File: src/rtl/video_pkg.sv
// Shared video types for the sprite layer.
//   H_ACTIVE / V_ACTIVE : visible raster size
//   coord_t             : 10-bit pixel coordinate
//   rgb444_t            : 12-bit colour, 4 bits per channel
package video_pkg;
  localparam int H_ACTIVE = 640;
  localparam int V_ACTIVE = 480;

  typedef logic [9:0] coord_t;

  typedef struct packed {
    logic [3:0] r;
    logic [3:0] g;
    logic [3:0] b;
  } rgb444_t;
endpackage

File: src/rtl/sprite_layer_renderer_if.sv
// Bundle of raster, sprite control, ROM, palette and pixel-out signals.
//   master : video source / ROM / palette side (drives raster, rom_q, pal_*)
//   slave  : the renderer (drives rom_address, pal_index, red/green/blue, hit)
interface sprite_layer_renderer_if #(
  parameter int ADDR_W = 14,
  parameter int IDX_W  = 3
);
  import video_pkg::*;

  coord_t              DrawX;
  coord_t              DrawY;
  logic                blank;
  coord_t              sprite_x;
  coord_t              sprite_y;
  logic                sprite_en;
  logic                anim_en;
  logic [3:0]          bg_red;
  logic [3:0]          bg_green;
  logic [3:0]          bg_blue;
  logic [ADDR_W-1:0]   rom_address;
  logic [IDX_W-1:0]    rom_q;
  logic [IDX_W-1:0]    pal_index;
  logic [3:0]          pal_red;
  logic [3:0]          pal_green;
  logic [3:0]          pal_blue;
  logic [3:0]          red;
  logic [3:0]          green;
  logic [3:0]          blue;
  logic                hit;

  modport master (
    output DrawX, DrawY, blank, sprite_x, sprite_y, sprite_en, anim_en,
           bg_red, bg_green, bg_blue, rom_q, pal_red, pal_green, pal_blue,
    input  rom_address, pal_index, red, green, blue, hit
  );

  modport slave (
    input  DrawX, DrawY, blank, sprite_x, sprite_y, sprite_en, anim_en,
           bg_red, bg_green, bg_blue, rom_q, pal_red, pal_green, pal_blue,
    output rom_address, pal_index, red, green, blue, hit
  );
endinterface

File: src/rtl/sprite_layer_renderer_addr_gen.sv
// sprite_addr_gen: shadow sprite position, animation frame counter, bounds
// test and ROM address generation, plus the first pipeline stage (S1).
//   i_draw_x/y, i_blank, i_bg : raster position, active flag, background
//   i_sprite_x/y, i_sprite_en, i_anim_en : sprite controls
//   o_rom_address : registered ROM address (held while out of bounds)
//   o_in_bounds, o_blank, o_sprite_en, o_bg : S1 copies for the delay line
module sprite_addr_gen
  import video_pkg::*;
#(
  parameter int IMG_W       = 64,
  parameter int IMG_H       = 64,
  parameter int FRAMES      = 4,
  parameter int SCALE_SHIFT = 1,
  parameter int FRAME_DIV   = 8,
  parameter int ADDR_W      = $clog2(FRAMES*IMG_W*IMG_H)
) (
  input  logic              vga_clk,
  input  logic              reset_n,
  input  coord_t            i_draw_x,
  input  coord_t            i_draw_y,
  input  logic              i_blank,
  input  rgb444_t           i_bg,
  input  coord_t            i_sprite_x,
  input  coord_t            i_sprite_y,
  input  logic              i_sprite_en,
  input  logic              i_anim_en,
  output logic [ADDR_W-1:0] o_rom_address,
  output logic              o_in_bounds,
  output logic              o_blank,
  output logic              o_sprite_en,
  output rgb444_t           o_bg
);
  localparam int SPR_W    = IMG_W << SCALE_SHIFT;
  localparam int SPR_H    = IMG_H << SCALE_SHIFT;
  localparam int FRAME_SZ = IMG_W * IMG_H;
  localparam int FI_W     = (FRAMES > 1) ? $clog2(FRAMES) : 1;
  localparam int DIV_W    = (FRAME_DIV > 1) ? $clog2(FRAME_DIV) : 1;

  coord_t            r_px, r_py;
  logic [FI_W-1:0]   r_frame_idx;
  logic [DIV_W-1:0]  r_div_cnt;

  logic              w_frame_start;
  logic [10:0]       w_x_end, w_y_end, w_dx, w_dy, w_lx, w_ly;
  logic              w_in_bounds;
  logic [ADDR_W-1:0] w_addr;

  assign w_frame_start = (i_draw_x == '0) && (i_draw_y == '0);

  // 11-bit compare so a sprite hanging past the raster edge never wraps.
  assign w_x_end     = {1'b0, r_px} + 11'(SPR_W);
  assign w_y_end     = {1'b0, r_py} + 11'(SPR_H);
  assign w_in_bounds = ({1'b0, i_draw_x} >= {1'b0, r_px}) && ({1'b0, i_draw_x} < w_x_end) &&
                       ({1'b0, i_draw_y} >= {1'b0, r_py}) && ({1'b0, i_draw_y} < w_y_end);

  assign w_dx = {1'b0, i_draw_x} - {1'b0, r_px};
  assign w_dy = {1'b0, i_draw_y} - {1'b0, r_py};
  assign w_lx = w_dx >> SCALE_SHIFT;
  assign w_ly = w_dy >> SCALE_SHIFT;

  assign w_addr = ADDR_W'(r_frame_idx) * ADDR_W'(FRAME_SZ) +
                  ADDR_W'(w_ly) * ADDR_W'(IMG_W) + ADDR_W'(w_lx);

  // Position and animation only move at the top-left pixel so a frame is
  // always drawn from one consistent snapshot.
  always_ff @(posedge vga_clk or negedge reset_n) begin
    if (!reset_n) begin
      r_px        <= '0;
      r_py        <= '0;
      r_frame_idx <= '0;
      r_div_cnt   <= '0;
    end else if (w_frame_start) begin
      r_px <= i_sprite_x;
      r_py <= i_sprite_y;
      if (i_anim_en) begin
        if (r_div_cnt == DIV_W'(FRAME_DIV - 1)) begin
          r_div_cnt   <= '0;
          r_frame_idx <= (r_frame_idx == FI_W'(FRAMES - 1)) ? '0 : r_frame_idx + FI_W'(1);
        end else begin
          r_div_cnt <= r_div_cnt + DIV_W'(1);
        end
      end
    end
  end

  always_ff @(posedge vga_clk or negedge reset_n) begin
    if (!reset_n) begin
      o_rom_address <= '0;
      o_in_bounds   <= 1'b0;
      o_blank       <= 1'b0;
      o_sprite_en   <= 1'b0;
      o_bg          <= '0;
    end else begin
      if (w_in_bounds) o_rom_address <= w_addr;
      o_in_bounds <= w_in_bounds;
      o_blank     <= i_blank;
      o_sprite_en <= i_sprite_en;
      o_bg        <= i_bg;
    end
  end
endmodule

File: src/rtl/sprite_layer_renderer.sv
// sprite_layer_renderer: overlays one scaled, animated sprite on the
// background stream with a fixed 2+ROM_LAT cycle latency.
//   vga_clk, reset_n : pixel clock, async active-low reset
//   bus (slave)      : raster/sprite inputs, ROM + palette ports, pixel out
module sprite_layer_renderer
  import video_pkg::*;
#(
  parameter int IMG_W           = 64,
  parameter int IMG_H           = 64,
  parameter int FRAMES          = 4,
  parameter int IDX_W           = 3,
  parameter int SCALE_SHIFT     = 1,
  parameter int ROM_LAT         = 1,
  parameter int TRANSPARENT_IDX = 0,
  parameter int FRAME_DIV       = 8,
  parameter int ADDR_W          = $clog2(FRAMES*IMG_W*IMG_H)
) (
  input logic                      vga_clk,
  input logic                      reset_n,
  sprite_layer_renderer_if.slave   bus
);
  rgb444_t w_bg, w_s1_bg, w_pal;
  logic    w_s1_inb, w_s1_blank, w_s1_sen, w_opaque;

  // ROM_LAT-deep alignment of the S1 side-band with rom_q.
  logic [ROM_LAT-1:0] r_blank_dl, r_inb_dl, r_sen_dl;
  rgb444_t            r_bg_dl [ROM_LAT];
  rgb444_t            r_rgb;
  logic               r_hit;

  assign w_bg  = {bus.bg_red, bus.bg_green, bus.bg_blue};
  assign w_pal = {bus.pal_red, bus.pal_green, bus.pal_blue};

  sprite_addr_gen #(
    .IMG_W(IMG_W), .IMG_H(IMG_H), .FRAMES(FRAMES), .SCALE_SHIFT(SCALE_SHIFT),
    .FRAME_DIV(FRAME_DIV), .ADDR_W(ADDR_W)
  ) u_addr_gen (
    .vga_clk       (vga_clk),
    .reset_n       (reset_n),
    .i_draw_x      (bus.DrawX),
    .i_draw_y      (bus.DrawY),
    .i_blank       (bus.blank),
    .i_bg          (w_bg),
    .i_sprite_x    (bus.sprite_x),
    .i_sprite_y    (bus.sprite_y),
    .i_sprite_en   (bus.sprite_en),
    .i_anim_en     (bus.anim_en),
    .o_rom_address (bus.rom_address),
    .o_in_bounds   (w_s1_inb),
    .o_blank       (w_s1_blank),
    .o_sprite_en   (w_s1_sen),
    .o_bg          (w_s1_bg)
  );

  always_ff @(posedge vga_clk or negedge reset_n) begin
    if (!reset_n) begin
      r_blank_dl <= '0;
      r_inb_dl   <= '0;
      r_sen_dl   <= '0;
      for (int i = 0; i < ROM_LAT; i++) r_bg_dl[i] <= '0;
    end else begin
      r_blank_dl[0] <= w_s1_blank;
      r_inb_dl[0]   <= w_s1_inb;
      r_sen_dl[0]   <= w_s1_sen;
      r_bg_dl[0]    <= w_s1_bg;
      for (int i = 1; i < ROM_LAT; i++) begin
        r_blank_dl[i] <= r_blank_dl[i-1];
        r_inb_dl[i]   <= r_inb_dl[i-1];
        r_sen_dl[i]   <= r_sen_dl[i-1];
        r_bg_dl[i]    <= r_bg_dl[i-1];
      end
    end
  end

  assign bus.pal_index = bus.rom_q;
  assign w_opaque = r_sen_dl[ROM_LAT-1] && r_inb_dl[ROM_LAT-1] &&
                    (bus.rom_q != IDX_W'(TRANSPARENT_IDX));

  always_ff @(posedge vga_clk or negedge reset_n) begin
    if (!reset_n) begin
      r_rgb <= '0;
      r_hit <= 1'b0;
    end else if (!r_blank_dl[ROM_LAT-1]) begin
      r_rgb <= '0;
      r_hit <= 1'b0;
    end else if (w_opaque) begin
      r_rgb <= w_pal;
      r_hit <= 1'b1;
    end else begin
      r_rgb <= r_bg_dl[ROM_LAT-1];
      r_hit <= 1'b0;
    end
  end

  assign bus.red   = r_rgb.r;
  assign bus.green = r_rgb.g;
  assign bus.blue  = r_rgb.b;
  assign bus.hit   = r_hit;
endmodule

File: src/flat_wrapper.sv
// flat-port wrapper written by rule: the top's interface ports become plain ports
module sprite_layer_renderer_flat import video_pkg::*;
#(
  parameter int IMG_W           = 64,
  parameter int IMG_H           = 64,
  parameter int FRAMES          = 4,
  parameter int IDX_W           = 3,
  parameter int SCALE_SHIFT     = 1,
  parameter int ROM_LAT         = 1,
  parameter int TRANSPARENT_IDX = 0,
  parameter int FRAME_DIV       = 8,
  parameter int ADDR_W          = $clog2(FRAMES*IMG_W*IMG_H)
)
  (vga_clk, reset_n, bus_DrawX, bus_DrawY, bus_blank, bus_sprite_x, bus_sprite_y, bus_sprite_en, bus_anim_en, bus_bg_red, bus_bg_green, bus_bg_blue, bus_rom_q, bus_pal_red, bus_pal_green, bus_pal_blue, bus_rom_address, bus_pal_index, bus_red, bus_green, bus_blue, bus_hit);
  sprite_layer_renderer_if #(.ADDR_W(ADDR_W), .IDX_W(IDX_W)) bus_i ();
  input logic vga_clk;
  input logic reset_n;
  input wire logic [$bits(bus_i.DrawX)-1:0] bus_DrawX;
  input wire logic [$bits(bus_i.DrawY)-1:0] bus_DrawY;
  input wire logic [$bits(bus_i.blank)-1:0] bus_blank;
  input wire logic [$bits(bus_i.sprite_x)-1:0] bus_sprite_x;
  input wire logic [$bits(bus_i.sprite_y)-1:0] bus_sprite_y;
  input wire logic [$bits(bus_i.sprite_en)-1:0] bus_sprite_en;
  input wire logic [$bits(bus_i.anim_en)-1:0] bus_anim_en;
  input wire logic [$bits(bus_i.bg_red)-1:0] bus_bg_red;
  input wire logic [$bits(bus_i.bg_green)-1:0] bus_bg_green;
  input wire logic [$bits(bus_i.bg_blue)-1:0] bus_bg_blue;
  input wire logic [$bits(bus_i.rom_q)-1:0] bus_rom_q;
  input wire logic [$bits(bus_i.pal_red)-1:0] bus_pal_red;
  input wire logic [$bits(bus_i.pal_green)-1:0] bus_pal_green;
  input wire logic [$bits(bus_i.pal_blue)-1:0] bus_pal_blue;
  output wire logic [$bits(bus_i.rom_address)-1:0] bus_rom_address;
  output wire logic [$bits(bus_i.pal_index)-1:0] bus_pal_index;
  output wire logic [$bits(bus_i.red)-1:0] bus_red;
  output wire logic [$bits(bus_i.green)-1:0] bus_green;
  output wire logic [$bits(bus_i.blue)-1:0] bus_blue;
  output wire logic [$bits(bus_i.hit)-1:0] bus_hit;
  assign bus_i.DrawX = bus_DrawX;
  assign bus_i.DrawY = bus_DrawY;
  assign bus_i.blank = bus_blank;
  assign bus_i.sprite_x = bus_sprite_x;
  assign bus_i.sprite_y = bus_sprite_y;
  assign bus_i.sprite_en = bus_sprite_en;
  assign bus_i.anim_en = bus_anim_en;
  assign bus_i.bg_red = bus_bg_red;
  assign bus_i.bg_green = bus_bg_green;
  assign bus_i.bg_blue = bus_bg_blue;
  assign bus_i.rom_q = bus_rom_q;
  assign bus_i.pal_red = bus_pal_red;
  assign bus_i.pal_green = bus_pal_green;
  assign bus_i.pal_blue = bus_pal_blue;
  assign bus_rom_address = bus_i.rom_address;
  assign bus_pal_index = bus_i.pal_index;
  assign bus_red = bus_i.red;
  assign bus_green = bus_i.green;
  assign bus_blue = bus_i.blue;
  assign bus_hit = bus_i.hit;
  sprite_layer_renderer #(.IMG_W(IMG_W), .IMG_H(IMG_H), .FRAMES(FRAMES), .IDX_W(IDX_W), .SCALE_SHIFT(SCALE_SHIFT), .ROM_LAT(ROM_LAT), .TRANSPARENT_IDX(TRANSPARENT_IDX), .FRAME_DIV(FRAME_DIV), .ADDR_W(ADDR_W)) u_core (.vga_clk(vga_clk), .reset_n(reset_n), .bus(bus_i));
endmodule
File: config.mk
export PLATFORM = sky130hd
export DESIGN_NAME = sprite_layer_renderer_flat
export DESIGN_NICKNAME = d
export VERILOG_FILES = /design/src/rtl/video_pkg.sv /design/src/rtl/sprite_layer_renderer_if.sv /design/src/rtl/sprite_layer_renderer_addr_gen.sv /design/src/rtl/sprite_layer_renderer.sv /design/src/flat_wrapper.sv
export SDC_FILE = /design/constraint.sdc
export NUM_CORES = 1
export LEC_CHECK = 0
export ABC_CLOCK_PERIOD_IN_PS = 3250
export CORE_MARGIN = 2
export CORE_UTILIZATION = 45
export DETAILED_ROUTE_END_ITERATION = 6
export PLACE_DENSITY_LB_ADDON = 0.3
export SYNTH_ARGS = -nofsm -noshare
export SYNTH_HDL_FRONTEND = slang
export SYNTH_SLANG_ARGS = --single-unit
File: constraint.sdc
create_clock -name vga_clk -period 3.25 [get_ports vga_clk]
set_input_delay 0.4875 -clock vga_clk [delete_from_list [all_inputs] [get_ports vga_clk]]
set_output_delay 0.4875 -clock vga_clk [all_outputs]
set_load 0.1 [all_outputs]
==> impl_metrics.json <==
{
  "outcome": "complete, but fails checks",
  "violations": "negative setup slack",
  "numCtsBuffers": 9,
  "grt_max_degree": 83,
  "maxCapViolCount": 0,
  "p_sw_mw": 0.578,
  "syn_area_per_cell_um2": 10.9,
  "path_delay_family": "compound AO/OA/AOI/OAI gates",
  "cp_num_cells": 16,
  "syn_area_um2": 4240,
  "path_cells": "ha_4 > inv_2 > fa_2 > a21o_1 > a21oi_2 > o21bai_1 > a21oi_2 > o21ai_2 > xor2_2 > ha_1 > a21o_1 > a21oi_2 > nor2b_1 > o211a_1 > xor2_1 > mux2_4",
  "io_buffers": 101,
  "dp.cells": 637,
  "clock-sinks": 82,
  "fin_crit_sh_pct": 101,
  "ys.warnings.count": 0,
  "finalClockSkew_ns": 0.0157,
  "drt-total-wl_mm": 9.35,
  "tightest_slew_ns": 1.00,
  "cts_tree": "built",
  "clk_latency_ns": 0.36,
  "ys_top_cells_by_area": "dfrtp_1, ha_1, nand2_1, mux2_4, xnor2_1",
  "setup_viol": 1,
  "synth_most_common_cell": "dfrtp_1",
  "synth_seq_area_share_pct": 48.4,
  "crit_path_end_kind": "flip-flop",
  "synth_seq_cells": 82,
  "worst-path-max-fanout": 3,
  "reg2reg_setup_slack_ns": -0.02,
  "rr_startpoint": "u_core.u_addr_gen.r_px[0]$_DFFE_PN0P_",
  "synthArstFlopShare_pct": 100,
  "slowest_delay_ns": 0.39,
  "postRouteAntennaNets": 0,
  "crit_top_cell": "a21oi_2",
  "routed_via_density": 5.07,
  "met1_usage_pct": 24.0,
  "static-leakage-power_nw": 2.90,
  "power_density_nw_per_um2": 363,
  "num_rows": 35,
  "worst_path_max_delay_cell": "dfrtp_1",
  "hold_violations": 0,
  "synth-edff-count": 0,
  "detailed_place_hpwl_mm": 7.28,
  "drtIter0Drc": 58,
  "irDropWorstVdd_mv": 0.254,
  "grt_first_pass_wirelength_mm": 15.3,
  "filler_cell_count": 738,
  "grt_busiest_layer": "met2",
  "io_pins": 102,
  "grt_usage_pct": 19.1,
  "cts_buffer_depth": 2,
  "antenna_cells": 0,
  "drc": 0,
  "hp-class": "in2async",
  "fin_ws_ns": -0.0206,
  "yosys-top-cells-count": "dfrtp_1, nand2_1, ha_1",
  "hold_ws_ns": 0.301,
  "p_int_mw": 1.58,
  "fin_nets": 652,
  "die_area_um2": 10200,
  "crit_arrival_ns": 3.50,
  "seq_power_share_pct": 48.8,
  "utilization_pct": 64.5,
  "first_pass_iters": 4,
  "synth_top_cell_by_area": "dfrtp_1",
  "fp.dieH_um": 101,
  "root_buffer": "clkbuf_8",
  "critPathLaunch": "u_core.u_addr_gen.r_px[0]$_DFFE_PN0P_",
  "setup-tns-final_ns": -0.0206,
  "vias": 3329,
  "fmax_mhz": 306,
  "ys.flop_type": "dfrtp_1",
  "reg2reg_depth": 16,
  "detail_route.wl_per_cell_um": 14.2,
  "syn_to_final_growth_pct": 40.1,
  "gp_congestion": 0.816,
  "global_route.overflow_total": 0,
  "swShare_pct": 26.8,
  "cp-start-kind": "flip-flop",
  "cp_data_required_time_ns": 3.48,
  "use_met2_pct": 32.9,
  "die_w_um": 101,
  "critPathKind": "reg2reg",
  "synth.net_count": 500,
  "synth_top_area_share_pct": 48.4,
  "htreeDepth": 3,
  "rsz0062_at_grt": "yes",
  "clk_pin_slew_ns": 0.08,
  "yosysUniqueCellTypes": 52,
  "slew_headroom_pct": 33.2,
  "power_frac_clock_pct": 33.9,
  "stdcell_count": 656,
  "core_area_um2": 9200,
  "grt_pass1_vias": 3343,
  "met3_usage_pct": 4.16,
  "final_layout_size_suffix_gt1_share_pct": 22.6,
  "path_buf_inv": 1,
  "initial_core_util_pct": 46.1,
  "ctsHoldBuffers": 0,
  "synthCells": 389,
  "fin_crit_ns": 3.27,
  "slew_viol_final": 0,
  "pwr-share-comb_pct": 17.3,
  "antenna_found_initial": 0
}
-- logic make-up (layout without fill, tap and decap cells) --
| family | count (synthesis) | after routing | share of synthesized area, % |
|---|---|---|---|
| buffers and inverters | 43 | 199 | 4.31 |
| and+or+nand+nor | 95 | 95 | 10.7 |
| xor gates and xnor gates | 21 | 21 | 4.34 |
| DFF | 82 | 82 | 48.4 |
| adders and majority gates | 39 | 39 | 12.1 |
| AOI/OAI and AO/OA | 90 | 90 | 14.3 |
| muxes | 19 | 19 | 5.85 |
-- final timing paths --
check	endpoint
setup reg to reg	u_core.u_addr_gen.o_rom_address[11]$_DFFE_PN0P_
hold / removal	u_core.r_sen_dl$_DFF_PN0_
hold reg to reg	u_core.r_bg_dl[7]$_DFF_PN0_
min in group vga_clk	u_core.r_bg_dl[7]$_DFF_PN0_
max in group asynchronous	u_core.r_bg_dl[3]$_DFF_PN0_
setup / recovery	u_core.u_addr_gen.o_rom_address[11]$_DFFE_PN0P_
-- power groups by stage --
stage                     sequential (mW)  clock (mW)  combinational (mW)
final                                1.05       0.732               0.372
after global routing                 1.05       0.799               0.401
after CTS                            1.05       0.751               0.373
after detailed placement             1.07           0               0.368
after global placement               1.07           0               0.359
after floorplan                      1.13           0               0.122
-- registers in the layout, indices dropped and copies added, names as in the netlist, 2 cells and up --
signal and cells:
u_core.u_addr_gen.o_bg 12, u_core.u_addr_gen.r_py 10, u_core.u_addr_gen.r_frame_idx 2, u_core.bus.red 4, u_core.bus.green 4, u_core.u_addr_gen.r_div_cnt 3, u_core.u_addr_gen.r_px 10, u_core.u_addr_gen.o_rom_address 14
u_core.r_bg_dl 12, u_core.bus.blue 4
-- metal layers --
layer / routed length, um / up-vias / share of wire [%]
met5: 0 / - / 0
met4: 149 / 0 / 1.6
met3: 534 / 14 / 5.7
met2: 4430 / 102 / 47
met1: 4230 / 1573 / 45
li1: - / 1640 / -
-- metrics by stage --
stage	area, um2	power (mW)	worst slack, ns
6_report	5930	2.16	-0.0206
5_1_grt	5930	2.25	-0.117
4_1_cts	5910	2.18	-0.0791
3_5_place_dp	5710	1.44	-0.846
3_3_place_gp	5710	1.43	-0.725
2_1_floorplan	4280	1.25	-0.0273
-- placed cells by master, fill, tap and decap left out, types with 3 or more instances in the layout --
cell type	count
nand3_1	5
nor4_1	5
nor2_1	9
o21ai_0	21
ha_1	34
xnor2_1	14
nor2b_1	4
clkdlybuf4s50_1	85
nor3_1	5
clkbuf_8	9
a21boi_0	12
dfrtp_1	82
a21oi_1	16
mux2_2	9
nand2_1	52
a21o_1	9
xor2_1	6
mux2_4	10
o21ai_1	3
nand2b_1	4
a21oi_2	7
o21ai_2	3
buf_4	65
inv_1	29
-- cell type report --
class | count | area [um2] | share of cell area, %
tap | 111 | 139 | 2.34
clock inverter | 6 | 65.1 | 1.10
inverter | 31 | 129 | 2.17
sequential | 82 | 2050 | 34.6
multi-input combinational | 264 | 2050 | 34.6
clock buffer | 9 | 124 | 2.09
timing repair buffer | 153 | 1370 | 23.1
-- timing repair --
action / in CTS / in global routing
setup endpoints to repair: 6 / 4
buffers inserted: 1 / 3
pin swaps: 4 / 7
resized for setup: 8 / 2
cloned: 0 / 0
Power figures use the tool's default switching activity.
